`src/rtl/formacao_inimigos.sv`:
```
// Enemy-formation motion controller: owns the formation origin, step timing, edge reversal,
// per-descent speed-up, invasion detection and the all-killed flag.
module formacao_inimigos #(
    parameter int LINHAS       = 4,
    parameter int COLUNAS      = 10,
    parameter int DIST_COLUNAS = 30,
    parameter int DIST_LINHAS  = 30,
    parameter int DESLOC       = 10,
    parameter int LARGURA      = 20,
    parameter int ALTURA       = 20,
    parameter int X_INICIAL    = 150,
    parameter int Y_INICIAL    = 40,
    parameter int X_MIN        = 150,
    parameter int X_MAX        = 760,
    parameter int Y_LIMITE     = 440,
    parameter int DELTA_X      = 1,
    parameter int DELTA_Y      = 50,
    parameter int MAX_NIVEL    = 15,
    parameter int PERIODO      = 2097152
) (
    input  logic                      clk,
    input  logic                      reset,
    input  logic                      enable,
    input  logic                      restart,
    input  logic [LINHAS*COLUNAS-1:0] vivo,
    output logic [10:0]               org_x,
    output logic [10:0]               org_y,
    output logic                      direcao,
    output logic [4:0]                nivel,
    output logic                      passo,
    output logic                      invadiu,
    output logic                      limpo
);
    localparam int               CNT_W      = $clog2(PERIODO);
    localparam logic [CNT_W-1:0] CNT_TOPO   = CNT_W'(PERIODO - 1);
    localparam logic [11:0]      DESLOC_DIR = (LINHAS > 1) ? 12'(DESLOC) : 12'd0;

    typedef enum logic [1:0] {MOVE_H, MOVE_V, PARADO} estado_t;

    estado_t            estado;
    logic [CNT_W-1:0]   cnt;
    logic [COLUNAS-1:0] col_viva;
    logic [LINHAS-1:0]  lin_viva;
    logic [11:0]        cmin, cmax, rmax;
    logic [11:0]        esq, dir, base, spd;
    logic               tick;

    function automatic logic [10:0] sub_sat(input logic [11:0] a, input logic [11:0] b);
        return (a < b) ? 11'd0 : 11'(a - b);
    endfunction

    function automatic logic [4:0] nivel_inc(input logic [4:0] n);
        return (n >= 5'(MAX_NIVEL)) ? 5'(MAX_NIVEL) : n + 5'd1;
    endfunction

    // Only the extreme alive columns and the lowest alive row bound the formation
    always_comb begin
        col_viva = '0;
        lin_viva = '0;
        for (int r = 0; r < LINHAS; r++) begin
            for (int c = 0; c < COLUNAS; c++) begin
                if (vivo[r*COLUNAS + c]) begin
                    col_viva[c] = 1'b1;
                    lin_viva[r] = 1'b1;
                end
            end
        end
        cmin = '0;
        cmax = '0;
        rmax = '0;
        for (int c = COLUNAS - 1; c >= 0; c--) begin
            if (col_viva[c]) cmin = 12'(c);
        end
        for (int c = 0; c < COLUNAS; c++) begin
            if (col_viva[c]) cmax = 12'(c);
        end
        for (int r = 0; r < LINHAS; r++) begin
            if (lin_viva[r]) rmax = 12'(r);
        end
    end

    assign esq  = {1'b0, org_x} + cmin * 12'(DIST_COLUNAS);
    assign dir  = {1'b0, org_x} + cmax * 12'(DIST_COLUNAS) + DESLOC_DIR + 12'(LARGURA);
    assign base = {1'b0, org_y} + rmax * 12'(DIST_LINHAS) + 12'(ALTURA);
    assign spd  = 12'(DELTA_X) + {7'd0, nivel};
    assign tick = enable && (cnt == CNT_TOPO);

    always_ff @(posedge clk or negedge reset) begin
        if (!reset) begin
            org_x   <= 11'(X_INICIAL);
            org_y   <= 11'(Y_INICIAL);
            direcao <= 1'b0;
            nivel   <= 5'd0;
            passo   <= 1'b0;
            invadiu <= 1'b0;
            limpo   <= 1'b0;
            cnt     <= '0;
            estado  <= MOVE_H;
        end else if (restart) begin
            org_x   <= 11'(X_INICIAL);
            org_y   <= 11'(Y_INICIAL);
            direcao <= 1'b0;
            nivel   <= 5'd0;
            passo   <= 1'b0;
            invadiu <= 1'b0;
            limpo   <= 1'b0;
            cnt     <= '0;
            estado  <= MOVE_H;
        end else begin
            passo <= 1'b0;
            if (estado != PARADO) begin
                // An empty formation wins over a coincident tick
                if (vivo == '0) begin
                    limpo  <= 1'b1;
                    estado <= PARADO;
                end else if (enable && !tick) begin
                    cnt <= cnt + 1'b1;
                end else if (tick) begin
                    cnt   <= '0;
                    passo <= 1'b1;
                    if (estado == MOVE_H) begin
                        if (!direcao) begin
                            if (dir + spd <= 12'(X_MAX)) begin
                                org_x <= 11'({1'b0, org_x} + spd);
                            end else begin
                                direcao <= 1'b1;
                                estado  <= MOVE_V;
                            end
                        end else begin
                            if (esq >= 12'(X_MIN) + spd) begin
                                org_x <= sub_sat({1'b0, org_x}, spd);
                            end else begin
                                direcao <= 1'b0;
                                estado  <= MOVE_V;
                            end
                        end
                    end else begin
                        org_y <= 11'({1'b0, org_y} + 12'(DELTA_Y));
                        nivel <= nivel_inc(nivel);
                        if (base + 12'(DELTA_Y) >= 12'(Y_LIMITE)) begin
                            invadiu <= 1'b1;
                            estado  <= PARADO;
                        end else begin
                            estado <= MOVE_H;
                        end
                    end
                end
            end
        end
    end
endmodule

```
`config.mk`:
```
export PLATFORM = sky130hd
export DESIGN_NAME = formacao_inimigos
export DESIGN_NICKNAME = d
export VERILOG_FILES = /design/src/rtl/formacao_inimigos.sv
export SDC_FILE = /design/constraint.sdc
export NUM_CORES = 1
export LEC_CHECK = 0
export CORE_ASPECT_RATIO = 1.2
export CORE_MARGIN = 2
export CORE_UTILIZATION = 53
export DETAILED_ROUTE_END_ITERATION = 16
export PLACE_DENSITY = 0.88
export SKIP_CTS_REPAIR_TIMING = 1
export SLEW_MARGIN = 10
export SYNTH_ARGS = -nofsm -noshare
export SYNTH_HDL_FRONTEND = slang
export SYNTH_SLANG_ARGS = --single-unit
```
`constraint.sdc`:
```
create_clock -name clk -period 4.35 [get_ports clk]
set_input_delay 0.87 -clock clk [delete_from_list [all_inputs] [get_ports clk]]
set_output_delay 0.87 -clock clk [all_outputs]
set_load 0.01 [all_outputs]
```
Word level (Yosys, flattened, before mapping) --
Cells that the tools add are included.
Storage, ports and cells: bits in writable memories 0, bits of input ports 44, latch bits 0, memory bits (read-only) 0, output and inout port bits 31, memories kept 0, word-level logic and storage cells 215, flip-flop bits (word level) 54
Cells by class: multiply operators 3, magnitude comparators 5, mux-type cells 154, shifts and indexed selects 0, eq/ne operators 9, div/mod/pow operators 0, add/subtract/negate cells 15, reduce and logical (&&, ||, !) cells 20, bitwise logic cells 0
Operators by type and width (count):
- $mux W12 | 19
- $mux W11 | 16
- $mux W21 | 5
- $mux W1 | 96
- $logic_not A40 Y1 | 1
- $add A11 B12 Y12 | 3
- $mul A12 B4 Y11 const B | 3
- $mux W5 | 7
- $add A12 B5 Y12 const B | 2
- $add A21 B1 Y21 const B | 1
- $eq A21 B21 Y1 const B | 1
- $mux W2 | 10
- $reduce_and A5 Y1 | 3
- $add A12 B4 Y12 const B | 1
- $add A12 B6 Y12 | 1
- $add A12 B6 Y12 const B | 1
- $ge A12 B9 Y1 | 1
- $ge A12 B9 Y1 const B | 1
- $le A12 B10 Y1 const B | 1
- $add A11 B6 Y11 | 1
- $add A11 B6 Y11 const B | 1
- $lt A11 B6 Y1 | 1
- $sub A11 B6 Y11 | 1
- $ne A5 B5 Y1 const B | 2
- 17 further kinds | 27

Depth between registers and ports, before layout --
Gate-level depths: netlist of the first run.
depth after elaboration 27, depth in mapped cells 29, gate-level depth less buffers 28

Worst setup path after synthesis of the first run --
Ideal clock, no wire load.
path type input to register, start input port vivo[5], end register org_x[7], setup time 82 ps, stages on the path 25, path slack -2200 ps, data required time 4268 ps, arrival time 6468 ps, buffers on the path 0, path through or4_1 nor2_1 a21o_1 and2_1 inv_1 fa_1 inv_1 fa_1 inv_1 fa_1 nor2b_1 o21ai_0 nand2b_1 xor2_1 ha_1 ha_1 ha_1 and3_2 a221oi_2 nor4b_1 and4_1 a211oi_2 o31a_4 o31a_1 a211o_1
Between the ends: word-level cells in the longest chain between the ends 17, elaborated cells between the ends (all ways) 29, classes of those cells 5 x add/sub; 2 x mul; 2 x order compare; 2 x eq/ne; 15 x mux; 3 x reduce/logical
Ends and longest elaborated chain:
- from (decl) | line 25 | input logic [LINHAS*COLUNAS-1:0] vivo,
- $mux W1 (4 in a row) | line 62 | if (vivo[r*COLUNAS + c]) begin
- $mux W12 (5 in a row) | line 75 | if (col_viva[c]) cmax = 12'(c);
- $mul A12 B4 Y11 | line 83 | assign dir = {1'b0, org_x} + cmax * 12'(DIST_COLUNAS) + DESLOC_DIR + 12'(LARGURA);
- $add A11 B12 Y12 | line 83
- $add A12 B4 Y12 | line 83
- $add A12 B5 Y12 | line 83
- $add A12 B6 Y12 | line 123 | if (dir + spd <= 12'(X_MAX)) begin
- $le A12 B10 Y1 | line 123
- $reduce_bool A3 Y1 (no line)
- $reduce_and A7 Y1 (no line) (*)
- to (signal assigned) | line 100 | org_x <= 11'(X_INICIAL);
- to (signal assigned) | line 124 | org_x <= 11'({1'b0, org_x} + spd);
- to (signal assigned) | line 131 | org_x <= sub_sat({1'b0, org_x}, spd);
- to (decl) | line 26 | output logic [10:0] org_x,
Every way passes the cells marked *; elsewhere a longest branch is shown, timed or not. A chain may end at the register's enable or synchronous reset.

Worst setup path after layout of the first run --
start input port vivo[35], end register org_x[3]
Between the ends: word-level cells in the longest chain between the ends 14, elaborated cells between the ends (all ways) 26, classes of those cells 5 x add/sub; 2 x mul; 2 x order compare; 2 x eq/ne; 12 x mux; 3 x reduce/logical
Ends and longest elaborated chain (line):
- $mux W1 | 62
- $mux W12 (5 in a row) | 75
- $mul A12 B4 Y11 | 83
- $add A11 B12 Y12 | 83
- $add A12 B4 Y12 | 83
- $add A12 B5 Y12 | 83
- $add A12 B6 Y12 | 123
- $le A12 B10 Y1 | 123
- $reduce_bool A3 Y1 (no line)
- $reduce_and A7 Y1 (no line) (*)
Marks and branches as above.

==> flow_metrics.env, run 1 <==
export IMPL_synth_warnings=0
export IMPL_p_per_area_mw_per_mm2=152
export IMPL_synthFlopType="dfrtp_1"
export IMPL_synth_area_top_cells="dfrtp_1, ha_1, fa_1, inv_1, o21ai_0"
export IMPL_dp_slack_ns=-2.57
export IMPL_crit_buf_inv=6
export IMPL_drive_gt1_share_pct=26.8
export IMPL_cp_top_family="adder cells"
export IMPL_gp_congestion=0.979
export IMPL_p_sw_share_pct=27.5
export IMPL_seqPwrFrac_pct=37.1
export IMPL_grt_ovfl_total=0
export IMPL_drv_cap=0
export IMPL_viasPerCell=6.13
export IMPL_power_leakage_nw=4.29
export IMPL_hold_viol_final=0
export IMPL_r2r_end="org_x[7]"
export IMPL_wl_met3_um=1160
export IMPL_firstDrtPassIters=6
export IMPL_clk_pin_slew_ns=0.08
export IMPL_grt_max_degree=54
export IMPL_synth_top_area_share_pct=18.2
export IMPL_holdPathEnd="cnt[11]"
export IMPL_cts_tree="yes"
export IMPL_setup_slack_ns=-2.09
export IMPL_seqCellArea_mm2=0.00133
export IMPL_die_x_um=105
export IMPL_final_nets=1118
export IMPL_clockBufferDepth=2
export IMPL_clkLatencyLatePin_ns=0.30
export IMPL_totalWireLength_um=20500
export IMPL_reg2reg_from="nivel[0]"
export IMPL_synthDistinctLibCells=80
export IMPL_async_flop_share_pct=100
export IMPL_dieArea_mm2=0.0131
export IMPL_r2r_cells=16
export IMPL_fp_row_count=44
export IMPL_synth_edf_count=0
export IMPL_end_kind="flip-flop"
export IMPL_top_layer_used="met4"
export IMPL_ios=75
export IMPL_violations="negative setup slack"
export IMPL_diodes=0
export IMPL_ant_nets=0
export IMPL_outcome="finished with violations"
export IMPL_rsz0062_at_grt="yes"
export IMPL_ys_seq_elements=53
export IMPL_max_stage_delay_ns=0.58
export IMPL_cp_startpoint="vivo[35]"
export IMPL_wl_met2_um=10400
export IMPL_drtIter0Drc=529
export IMPL_min_path_type="reg2reg"
export IMPL_relSlewSlack_pct=47.1
export IMPL_critPathMaxFanout=6
export IMPL_root_buffer="clkbuf_16"
export IMPL_clock_sinks=53
export IMPL_h_tree_depth=2
export IMPL_grt_use_total_pct=27.8
export IMPL_dp_hpwl_um=14300
export IMPL_multi_input_area_mm2=0.00520
export IMPL_synth_area_leader_cell="dfrtp_1"
export IMPL_worstPathRequired_ns=4.52
export IMPL_via_count=6896
export IMPL_crit_arrival_ns=6.62
export IMPL_grt_pass1_vias=6565
export IMPL_netlist_instances=771
export IMPL_wire_per_inst_um=18.2
export IMPL_layout_common_cells="buf_4, ha_1, inv_1, nor2_1, nand2_1"
export IMPL_setup_viol=13
export IMPL_path_class="in2reg"
export IMPL_syn_area_mm2=0.00648
export IMPL_skew_ns=0.00768
export IMPL_p_sw_mw=0.375
export IMPL_finalSetupTns_ns=-26.05
export IMPL_worst_slew_pin_slew_ns=0.786
export IMPL_met1_length_um=7900
export IMPL_slew_viol_final=0
export IMPL_fin_crit_sh_pct=148
export IMPL_grt_first_pass_wirelength_um=30400
export IMPL_ir_worst_vdd_mv=0.168
export IMPL_max_freq_mhz=155
export IMPL_numCtsBuffers=5
export IMPL_critPathLaunchType="input port"
export IMPL_combPwrFrac_pct=23.7
export IMPL_syn_area_per_cell_um2=8.40
export IMPL_hold_depth=1
export IMPL_seq_area_frac_synth_pct=20.6
export IMPL_fp_dieH_um=125
export IMPL_fillers=782
export IMPL_final_common_cell="buf_4"
export IMPL_internal_power_mw=0.988
export IMPL_drc=0
export IMPL_initial_core_util_pct=54.0
export IMPL_slowest_stage="or4_4"
export IMPL_timing_hold_ws_ns=0.470
export IMPL_syn_to_final_growth_pct=38.9
export IMPL_r2r_slack_ns=-0.23
export IMPL_fin_crit_ns=6.44
export IMPL_antenna_found_initial=0
export IMPL_clock_power_share_pct=39.2
export IMPL_min_delay_start="cnt[11]"
export IMPL_numPortBuffers=73
export IMPL_final_core_util_pct=75.0
export IMPL_fp_coreArea_mm2=0.0120
-- Yosys cell counts, drive strengths merged (9+ instances only) --
cell type and instances:
a211oi 9, and3 13, a31oi 10, a21oi 49, nor3 9, buf 9
xnor2 16, ha 91, fa 20, nand2 54, o21ai 57, inv 76
nor2b 13, nand4 15, nor2 68, nor4 19, xor2 13, a21o 16
clkbuf 11, dfrtp 47, nand3 29, nand2b 11
-- sequential cells by signal (all words and copies together) (netlist names) --
name	count
nivel	5
invadiu	1
estado	2
org_x	11
passo	1
cnt	21
limpo	1
org_y	10
direcao	1
-- final cells by class --
| cell class | instances | share of cell area, % |
|---|---|---|
| inverter | 76 | 3.23 |
| tap | 161 | 2.24 |
| timing repair buffer | 204 | 19.8 |
| clock inverter | 3 | 0.765 |
| sequential | 53 | 14.8 |
| multi-input combinational | 623 | 57.8 |
| clock buffer | 5 | 1.39 |
-- logic make-up after synthesis --
logic type	synth area share [%]
AND/OR/NAND/NOR	22.1
AO/OA/AOI/OAI	22.3
adder cells (fa/ha/maj)	23.8
buffers and inverters	6.70
flip-flops	20.6
XOR/XNOR	3.92
multiplexers	0.618
other	0.0579
-- layer usage --
metal / vias to the layer above / track usage (%)
met2: 347 / 50.7
met3: 112 / 3.65
li1: 3169 / -
met1: 3268 / 33.1
met5: - / 0
met4: 0 / 10.4
-- metrics by stage --
step / total power [mW] / instance area, um^2 / instances
3_5_place_dp: 0.797 / 8320 / 1102
2_1_floorplan: 0.668 / 6660 / 772
5_1_grt: 1.41 / 9000 / 1125
3_3_place_gp: 0.787 / 8320 / 1102
6_report: 1.36 / 9000 / 1125
4_1_cts: 1.32 / 8520 / 1110
-- power groups by stage --
stage | Combinational [mW] | Clock, mW | Sequential (mW)
5_1_grt | 0.347 | 0.558 | 0.507
6_report | 0.323 | 0.535 | 0.506
3_3_place_gp | 0.272 | 0 | 0.515
4_1_cts | 0.282 | 0.535 | 0.506
3_5_place_dp | 0.281 | 0 | 0.515
2_1_floorplan | 0.154 | 0 | 0.514
-- worst reg2reg max path, delay by kind of cell (launching register included) --
family,cells,cell delay (ns)
adder cells (fa/ha/maj),5,1.83
AO/OA/AOI/OAI,7,1.76
flip-flops,1,0.40
XOR/XNOR,2,0.36
buffers and inverters,2,0.18
-- worst max path at each step --
stage                to  slack (ns)  depth (start not counted)
6_report       org_x[3]       -2.09                         28
5_1_grt        org_x[3]       -2.26                         27
4_1_cts        org_x[1]       -2.28                         26
3_5_place_dp   org_x[1]       -2.57                         26
3_3_place_gp   org_x[4]       -2.40                         25
2_1_floorplan  org_x[7]       -1.82                         25
Power figures use the tool's default switching activity.
==> inputs of run 2 (changes only) <==
--- a/config.mk
+++ b/config.mk
@@ -8,6 +8,7 @@
 export CORE_ASPECT_RATIO = 1.2
 export CORE_MARGIN = 2
 export CORE_UTILIZATION = 53
+export CTS_CLUSTER_SIZE = 16
 export DETAILED_ROUTE_END_ITERATION = 16
 export PLACE_DENSITY = 0.88
 export SKIP_CTS_REPAIR_TIMING = 1
==> results of run 2 <==
No change in the layout: final DEF, timing and power equal those of run 1.
